$ cat config.mk
export PLATFORM = sky130hd
export DESIGN_NAME = gf180mcu_fd_sc_mcu9t5v0__addf_serctl
export DESIGN_NICKNAME = d
export VERILOG_FILES = /design/src/rtl/gf180mcu_fd_sc_mcu9t5v0__addf_serctl.sv
export SDC_FILE = /design/constraint.sdc
export NUM_CORES = 1
export LEC_CHECK = 0
export ABC_AREA = 1
export BUFFER_PORTS_ARGS = -buffer_cell sky130_fd_sc_hd__buf_4
export CAP_MARGIN = 20
export CELL_PAD_IN_SITES_DETAIL_PLACEMENT = 0
export CELL_PAD_IN_SITES_GLOBAL_PLACEMENT = 1
export CORE_AREA = 2 2 77 79
export DETAILED_ROUTE_END_ITERATION = 12
export DIE_AREA = 0 0 79 81
export GPL_TIMING_DRIVEN = 0
export PLACE_DENSITY = 0.84
export SLEW_MARGIN = 10
export SYNTH_ARGS = -nofsm -noshare
export SYNTH_HDL_FRONTEND = slang
export SYNTH_SLANG_ARGS = --single-unit
$ cat constraint.sdc
create_clock -name CLK -period 2.75 [get_ports CLK]
set_clock_uncertainty 0.15 [all_clocks]
set_input_delay 0.4125 -clock CLK [delete_from_list [all_inputs] [get_ports CLK]]
set_output_delay 0.4125 -clock CLK [all_outputs]
set_load 0.02 [all_outputs]
$ cat src/rtl/gf180mcu_fd_sc_mcu9t5v0__addf_serctl.sv
// Bit-serial sequencer and two-requester round-robin arbiter for one shared full-adder cell.
// Optional subtract mode (SUB0/SUB1 ports) when GF180MCU_FD_SC_MCU9T5V0__ADDF_SERCTL_SUB_EN is defined.
//
// state    | meaning
// ST_IDLE  | no operation; arbitrate pending requests, grant on the clock edge
// ST_RUN   | one operand bit per cycle through the shared adder, LSB first
// ST_FIN   | last bit absorbed; publish sum/carry, DONE pulses in the following cycle
module gf180mcu_fd_sc_mcu9t5v0__addf_serctl #(
    parameter int W = 8
) (
    input  logic         CLK,
    input  logic         RST,
    input  logic         REQ0,
    input  logic [W-1:0] A0,
    input  logic [W-1:0] B0,
    input  logic         CI0,
    output logic         GNT0,
    input  logic         REQ1,
    input  logic [W-1:0] A1,
    input  logic [W-1:0] B1,
    input  logic         CI1,
    output logic         GNT1,
`ifdef GF180MCU_FD_SC_MCU9T5V0__ADDF_SERCTL_SUB_EN
    input  logic         SUB0,
    input  logic         SUB1,
`endif
    output logic         FA_A,
    output logic         FA_B,
    output logic         FA_CI,
    input  logic         FA_S,
    input  logic         FA_CO,
    output logic         BUSY,
    output logic         DONE,
    output logic         ID,
    output logic [W-1:0] S_OUT,
    output logic         CO_OUT
);

    localparam int CW = (W > 1) ? $clog2(W) : 1;
    localparam logic [CW-1:0] LAST_BIT = CW'(W - 1);

    localparam logic [1:0] ST_IDLE = 2'd0;
    localparam logic [1:0] ST_RUN  = 2'd1;
    localparam logic [1:0] ST_FIN  = 2'd2;

    logic [1:0]    state;
    logic [W-1:0]  a_sh;
    logic [W-1:0]  b_sh;
    logic [W-1:0]  s_sh;
    logic          c;
    logic [CW-1:0] cnt;
    logic          rr_last;

    logic          req_any;
    logic          gnt_sel;
    logic [W-1:0]  sel_a;
    logic [W-1:0]  sel_b;
    logic          sel_ci;
    logic [W-1:0]  b_load;
    logic          c_load;

    // With both requesting, the requester not served last wins.
    always_comb begin
        req_any = REQ0 | REQ1;
        gnt_sel = (REQ0 & REQ1) ? ~rr_last : REQ1;
        sel_a   = gnt_sel ? A1  : A0;
        sel_b   = gnt_sel ? B1  : B0;
        sel_ci  = gnt_sel ? CI1 : CI0;
    end

`ifdef GF180MCU_FD_SC_MCU9T5V0__ADDF_SERCTL_SUB_EN
    logic sel_sub;
    // A - B computed as A + ~B + 1; carry-out high means no borrow.
    always_comb begin
        sel_sub = gnt_sel ? SUB1 : SUB0;
        b_load  = sel_sub ? ~sel_b : sel_b;
        c_load  = sel_sub ? 1'b1 : sel_ci;
    end
`else
    always_comb begin
        b_load = sel_b;
        c_load = sel_ci;
    end
`endif

    // Shared cell is held quiet except while bits are streaming.
    always_comb begin
        FA_A  = 1'b0;
        FA_B  = 1'b0;
        FA_CI = 1'b0;
        if (state == ST_RUN) begin
            FA_A  = a_sh[0];
            FA_B  = b_sh[0];
            FA_CI = c;
        end
    end

    always_ff @(posedge CLK or posedge RST) begin
        if (RST) begin
            state   <= ST_IDLE;
            a_sh    <= '0;
            b_sh    <= '0;
            s_sh    <= '0;
            c       <= 1'b0;
            cnt     <= '0;
            rr_last <= 1'b1;
            GNT0    <= 1'b0;
            GNT1    <= 1'b0;
            BUSY    <= 1'b0;
            DONE    <= 1'b0;
            ID      <= 1'b0;
            S_OUT   <= '0;
            CO_OUT  <= 1'b0;
        end else begin
            GNT0 <= 1'b0;
            GNT1 <= 1'b0;
            DONE <= 1'b0;
            case (state)
                ST_IDLE: begin
                    BUSY <= 1'b0;
                    if (req_any) begin
                        GNT0  <= ~gnt_sel;
                        GNT1  <= gnt_sel;
                        a_sh  <= sel_a;
                        b_sh  <= b_load;
                        c     <= c_load;
                        ID    <= gnt_sel;
                        BUSY  <= 1'b1;
                        cnt   <= '0;
                        state <= ST_RUN;
                    end
                end
                ST_RUN: begin
                    s_sh <= {FA_S, s_sh[W-1:1]};
                    c    <= FA_CO;
                    a_sh <= {1'b0, a_sh[W-1:1]};
                    b_sh <= {1'b0, b_sh[W-1:1]};
                    cnt  <= cnt + 1'b1;
                    if (cnt == LAST_BIT) begin
                        state <= ST_FIN;
                    end
                end
                ST_FIN: begin
                    // BUSY stays high through the DONE cycle and drops in IDLE.
                    DONE    <= 1'b1;
                    S_OUT   <= s_sh;
                    CO_OUT  <= c;
                    rr_last <= ID;
                    state   <= ST_IDLE;
                end
                default: begin
                    state <= ST_IDLE;
                end
            endcase
        end
    end

endmodule

Yosys cells after proc, flatten, opt, wreduce, memory -nomap -nowiden
Cells that the tools add are included.

RAM bits: 0. Bits of input ports: 40. ROM bits: 0. Memories: 0. Latch bits: 0. Bits in registers: 45. Word-level logic and storage cells: 53.

Shift-type cells: 0. Bitwise gates (word level): 4. Muxes and demuxes: 24. Eq/ne operators: 5. $add $sub $neg: 1. $lt $le $gt $ge: 0. Reduce and logical (&&, ||, !) cells: 5. Div/mod/pow operators: 0. Multipliers: 0.

Operators with widths (count): 2-to-1 mux 8 bit (4); one-hot mux 8 bit (2 select lines) (2); 2-to-1 mux 1 bit (12); one-hot mux 3 bit (2 select lines) (1); AND reduction 2 bit (3); 2-to-1 mux 2 bit (2); one-hot mux 2 bit (2 select lines) (1); adder 3 x 1 -> 3 bit, second input constant (1); == test 3 bit, second input constant (1); 2-to-1 mux 3 bit (1); == test 2 x 1 -> 1 bit, second input constant (1); == test 2 bit, second input constant (1); logical NOT 2 bit (1); != test 2 x 1 -> 1 bit, second input constant (1); != test 2 bit, second input constant (1); inverter 1 bit (2); one-hot mux 1 bit (2 select lines) (1); nonzero test 2 bit (1); bitwise AND 1 bit (1); OR 1 bit (1).

Longest topological paths before layout
Gate-level depths: netlist (run 1).

Word-level depth: 5. Gate-level depth with buffers: 7.

Worst setup path before layout (run 1)
No wires, ideal clock.

Path type: reg-to-output. Start: register state[1]. End: output port FA_A. Path buffers: 1. Path slack: 1.104 ns. Data arrival time: 1.084 ns. Data required time: 2.188 ns. Stages on the path, launching flop included: 5. Cell sequence: dfrtp_1 -> nor2_4 -> inv_2 -> buf_4 -> nor2_1.

Word-level cells in the longest chain between the ends: 2.

RTL lines: from (decl) (RTL line 46) `logic [1:0] state;`; from (signal assigned) (RTL line 100) `state <= ST_IDLE;`; from (signal assigned) (RTL line 130) `state <= ST_RUN;`; from (signal assigned) (RTL line 140) `state <= ST_FIN;`; == test 2 x 1 -> 1 bit (RTL line 91) `if (state == ST_RUN) begin`; 2-to-1 mux 1 bit (RTL line 91); to (decl) (RTL line 27) `output logic FA_A,`.

Every way passes these cells.

Worst setup path in the final report (run 1)
Start: register state[1]. End: output port FA_CI.

Word-level cells in the longest chain between the ends: 2.

RTL lines: == test 2 x 1 -> 1 bit (RTL line 91); 2-to-1 mux 1 bit (RTL line 91); to (decl) (RTL line 29) `output logic FA_CI,`.

Every way passes these cells.

==> out/qor.yml, run 1 <==
slew_viol_final: 0
vias: 1903
period_minus_slack_ns: 2.045
start_util: 0.3935
holdPathStages: 3
postSynthRegisterBits: 45
final_hold_viol_count: 0
drt_iter0_markers: 71
mostFrequentLayoutCell: "nand3_1"
drt-total-wl_um: 4798
die_h_um: 81
final_area_um2: 2878
clk_pin_slew_ns: 0.08
place_congestion: 0.7212
wire_per_inst_um: 11.45
antenna_cells: 0
finalCritPeriodShare: 0.7436
relSlewSlack: 0.7371
timing.rr.end: "c$_DFFE_PP0P_"
min_to: "s_sh[7]$_DFFE_PP0N_"
numCtsBuffers: 5
areaGrowthSynthToFinish_pct: 28.85
grt_usage: 0.1683
setup_viol: 0
path_cells: "nor2_4, inv_2, buf_4, nor2_1, buf_4"
clk_latency_ns: 0.30
r2r_start: "rr_last$_DFFE_PP1P_"
ir_drop_mv: 0.3946
cts_tree: "done"
min_path_type: "in2reg"
synthesis.nets: 321
die_area_um2: 6399
path_max_fanout: 10
cp-start-kind: "register"
criticalPathCategory: "reg2out"
grt_pass1_vias: 1860
crit_path_end_kind: "primary output"
postRouteAntennaNets: 0
startpoint: "state[1]$_DFFE_PP0P_"
crit_family: "buffers and inverters"
num_rows: 28
core_area_um2: 5675
worstPathRequired_ns: 2.19
p_per_area_nw_per_um2: 995.9
clockBufferDepth: 2
rsz0062_at_grt: "no"
slowest_delay_ns: 0.44
firstDrtPassIters: 4
grt_antenna_before_repair: 0
cts-root-buf: "clkbuf_8"
grt_max_degree: 37
grt_pass1_wl_um: 8500
nets: 385
tightest_slew_ns: 0.3943
drc: 0
final_cell_mix: "65 x nand3_1, 63 x nand2_1, 57 x buf_4"
viasPerCell: 4.542
syn_inst: 279
htree_num_levels: 2
yosysUniqueCellTypes: 18
worst-path-buf-inv: 3
rr_worst_depth: 6
path_common_cell: "buf_4"
drive_gt1_frac: 0.2558
cts.repair.resized: 0
dpl_cell_area_um2: 2760
dpl.hpwl_um: 3496
syn_area_per_cell_um2: 8.005
clock_sinks: 45
die_w_um: 79
outcome: "finished clean"
fin_tns_setup_ns: 0
max_freq_mhz: 489.0
crit_slowest_cell: "dfrtp_1"
ff2ff_setup_slack_ns: 1.32
p_leak_uw: 0.001591
io_pins: 57
seq_area_frac_synth: 0.5048
drv_cap: 0
worstPathArrival_ns: 1.48
port_buffers: 55
yosysWarnings: 0
hold_path.startpoint: "FA_S"
overflow: 0
syn_area_um2: 2233
cts_setup_buffers: 0
-- kinds of logic after synthesis --
group | count (synthesis) | share of synthesized area
simple gates | 144 | 0.2969
buf+inv | 66 | 0.1378
flops | 45 | 0.5048
compound gates | 22 | 0.04930
fa+ha+maj | 2 | 0.01120
-- synthesized netlist by cell type --
cell / number / area, µm²
dfstp_2: 1 / 26.28
dfrtp_1: 44 / 1101
clkbuf_1: 1 / 3.750
nand2_1: 63 / 236.5
nand3_1: 65 / 325.3
buf_4: 2 / 15.01
buf_2: 6 / 30.03
a21oi_1: 1 / 5.000
ha_1: 2 / 25.02
buf_6: 6 / 67.56
inv_1: 49 / 183.9
nor2_8: 1 / 20.02
nor2_4: 2 / 22.52
nor2_1: 9 / 33.78
inv_2: 2 / 7.510
o21ai_0: 16 / 80.08
o21ai_1: 5 / 25.02
nand2_2: 4 / 25.02
-- report_power, final --
group          switching [µW]  internal [µW]
sequential                157            960
combinational             743            516
clock                     220            270
total                    1120           1750
-- per-stage QoR --
step	total power, µW	hold slack [ns]	utilization	std cells	worst slack (ns)
2_1_floorplan	1973	0.2922	-	279	1.104
3_3_place_gp	2368	0.3053	0.4828	409	0.5400
3_5_place_dp	2412	0.2096	0.4863	410	1.021
4_1_cts	2906	0.1671	0.5071	419	0.6790
5_1_grt	3123	0.1800	0.5071	419	0.5850
6_report	2866	0.1719	0.5071	419	0.7051
-- registers in the layout (all words and copies together) (netlist names), 2 cells and up --
| signal | count |
|---|---|
| S_OUT | 8 |
| b_sh | 8 |
| cnt | 3 |
| state | 2 |
| s_sh | 8 |
| a_sh | 8 |
-- what timing repair did --
| action | CTS | global route |
|---|---|---|
| setup endpoints to repair | 0 | 0 |
| hold buffers | 1 | 0 |
| endpoints found under the hold margin | 9 | 0 |
-- worst max-delay path by stage --
stage | endpoint | cells past startpoint
after floorplan | FA_A | 4
after global placement | a_sh[3]$_DFFE_PP0P_ | 2
after detailed placement | FA_CI | 5
after CTS | FA_CI | 5
after global routing | FA_B | 5
final | FA_CI | 5
-- per-layer routing --
layer	vias to the layer above	track usage	wire (µm)
met5	-	0	0
met1	860	0.2255	2213
met3	6	0.03667	238
li1	993	-	-
met4	0	0.04138	50
met2	44	0.2797	2296
-- final cells by class --
type	count	area, µm²
clock buffers	6	72.57
plain buffers	15	116.4
well taps	75	93.84
multi-input cells	168	798.3
flip-flops and latches	45	1127
repair buffers	57	442.9
clock inverters	2	35.03
fillers	577	2798
inverters	51	191.4
-- worst register-to-register path: cells and delay by family, from the launching register on --
kind                   cells  cell delay, ns
flip-flops                 1            0.55
AND/OR/NAND/NOR            5            0.46
buffers and inverters      1            0.15
Power figures use the tool's default switching activity.
==> run 2, diff against run 1 <==
--- a/config.mk
+++ b/config.mk
@@ -10,11 +10,11 @@
 export CAP_MARGIN = 20
 export CELL_PAD_IN_SITES_DETAIL_PLACEMENT = 0
 export CELL_PAD_IN_SITES_GLOBAL_PLACEMENT = 1
-export CORE_AREA = 2 2 77 79
+export CORE_AREA = 2 2 80 82
 export DETAILED_ROUTE_END_ITERATION = 12
-export DIE_AREA = 0 0 79 81
+export DIE_AREA = 0 0 82 84
 export GPL_TIMING_DRIVEN = 0
-export PLACE_DENSITY = 0.84
+export PLACE_DENSITY = 0.78
 export SLEW_MARGIN = 10
 export SYNTH_ARGS = -nofsm -noshare
 export SYNTH_HDL_FRONTEND = slang
==> constraint.sdc (replaced) <==
create_clock -name CLK -period 2 [get_ports CLK]
set_clock_uncertainty 0.15 [all_clocks]
set_input_delay 0.3 -clock CLK [delete_from_list [all_inputs] [get_ports CLK]]
set_output_delay 0.3 -clock CLK [all_outputs]
set_load 0.02 [all_outputs]
==> out/qor.yml, run 2 (same netlist as run 1, synthesis figures left out) <==
final_cells: 422
crit_path_end_kind: "primary output"
max_freq_mhz: 528.2
fin_util: 0.4758
vias: 1939
outcome: "finished clean"
antenna_cells: 0
cts-root-buf: "clkbuf_8"
place_congestion: 0.7360
period_minus_slack_ns: 1.893
drc: 0
postRouteAntennaNets: 0
die_w_um: 82
final_cell_mix: "65 x nand3_1, 63 x nand2_1, 58 x buf_4"
p_per_area_nw_per_um2: 1381
port_buffers: 55
areaGrowthSynthToFinish_pct: 29.86
drt-met1-wl_um: 2309
start_util: 0.3664
overflow: 0
dpl.hpwl_um: 3530
die_h_um: 84
min_path_type: "in2reg"
path_max_fanout: 10
crit_slowest_cell: "dfrtp_1"
clockBufferDepth: 2
setup_viol: 0
io_pins: 57
grt_antenna_before_repair: 0
fin_total_pwr_uw: 4005
grt_pass1_vias: 1878
slew_viol_final: 0
drt-total-wl_um: 4845
core_area_um2: 6096
grt_pass1_wl_um: 8659
drv_cap: 0
wl_met2_um: 2282
p_leak_uw: 0.001597
drt_iter0_markers: 62
highest_layer: "met4"
placed_cells: 412
clk_latency_ns: 0.30
tightest_slew_ns: 0.4433
htree_num_levels: 2
clock_sinks: 45
slowest_delay_ns: 0.37
relSlewSlack: 0.7045
worstPathArrival_ns: 1.44
drive_gt1_frac: 0.2638
die_area_um2: 6888
viasPerCell: 4.595
worst-path-buf-inv: 4
firstDrtPassIters: 4
final_hold_viol_count: 0
ir_drop_mv: 0.5048
path_cells: "inv_2, nor2_4, inv_2, buf_4, nor2_1, buf_4"
criticalPathCategory: "reg2out"
cp-start-kind: "register"
crit_family: "buffers and inverters"
mostFrequentLayoutCell: "nand3_1"
numCtsBuffers: 5
grt_usage: 0.1603
nets: 386
worstPathRequired_ns: 1.55
cts_tree: "done"
num_rows: 29
clk_pin_slew_ns: 0.08
grt_max_degree: 29
met3_length_um: 202
finalCritPeriodShare: 0.9466
wire_per_inst_um: 11.48
run 2: changes by cell type in the layout (fill, tap and decap cells not counted), sizes merged:
cell,delta
clkinv,-1
buf,+1
clkbuf,+1
run 2: cell type report:
| class | count | area (µm²) |
|---|---|---|
| sequential | 45 | 1129 |
| timing repair buffer | 58 | 450.4 |
| buffer | 15 | 116.4 |
| inverter | 51 | 191.4 |
| clock buffer | 7 | 86.33 |
| fill | 628 | 3196 |
| multi-input combinational | 168 | 800.8 |
| tap | 77 | 96.34 |
| clock inverter | 1 | 30.03 |
run 2: metrics by stage:
step                      worst slack (ns)  setup TNS [ns]  instance area [µm²]  hold slack, ns
final                               0.1068               0                 2900         0.06377
after global routing            -0.0007564      -0.0007564                 2900         0.07732
after CTS                          0.01863               0                 2889         0.06509
after detailed placement            0.3624               0                 2763          0.1854
after global placement             -0.1083          -4.694                 2743          0.3096
after floorplan                     0.4661               0                 2233          0.2710
run 2: power breakdown:
| part | leakage, µW | internal, µW | switching [µW] |
|---|---|---|---|
| clock network | 0.0000585 | 408 | 310 |
| registers | 0.000560 | 1320 | 209 |
| logic | 0.000978 | 726 | 1030 |
| total | 0.00160 | 2450 | 1550 |
run 2: path summary, 6_finish.rpt:
| path | to | cells past startpoint | startpoint | slack, ns |
|---|---|---|---|---|
| worst min register to register | S_OUT[0]$_DFFE_PP0P_ | 2 | S_OUT[0]$_DFFE_PP0P_ | 0.33 |
| worst min-delay path | s_sh[7]$_DFFE_PP0N_ | 3 | FA_S | 0.06 |
| worst max register to register | a_sh[1]$_DFFE_PP0P_ | 6 | rr_last$_DFFE_PP1P_ | 0.62 |
| worst max-delay path | FA_CI | 6 | state[0]$_DFFE_PP0P_ | 0.11 |
| min in group asynchronous | b_sh[3]$_DFFE_PP0P_ | 3 | RST | 0.40 |
| max in group asynchronous | rr_last$_DFFE_PP1P_ | 4 | RST | 0.75 |
run 2: worst reg2reg max path, stage by stage, from the launching register on:
cell,delay [ns]
dfstp_2,0.55
nand2_2,0.12
nand2_2,0.12
buf_6,0.14
nand2_1,0.06
nand3_1,0.07
nand3_1,0.06
run 2: timing repair:
item | 4_1_cts | 5_1_grt
setup buffers | 0 | 1
endpoints found under the setup margin | 0 | 3
endpoints found under the hold margin | 17 | 0
hold buffers | 1 | 0
gates resized for setup | 0 | 2
run 2: routing by layer:
metal | up-vias | GRT usage
met3 | 6 | 0.03571
met2 | 41 | 0.2609
met4 | 0 | 0.03636
met5 | - | 0
li1 | 995 | -
met1 | 897 | 0.2158
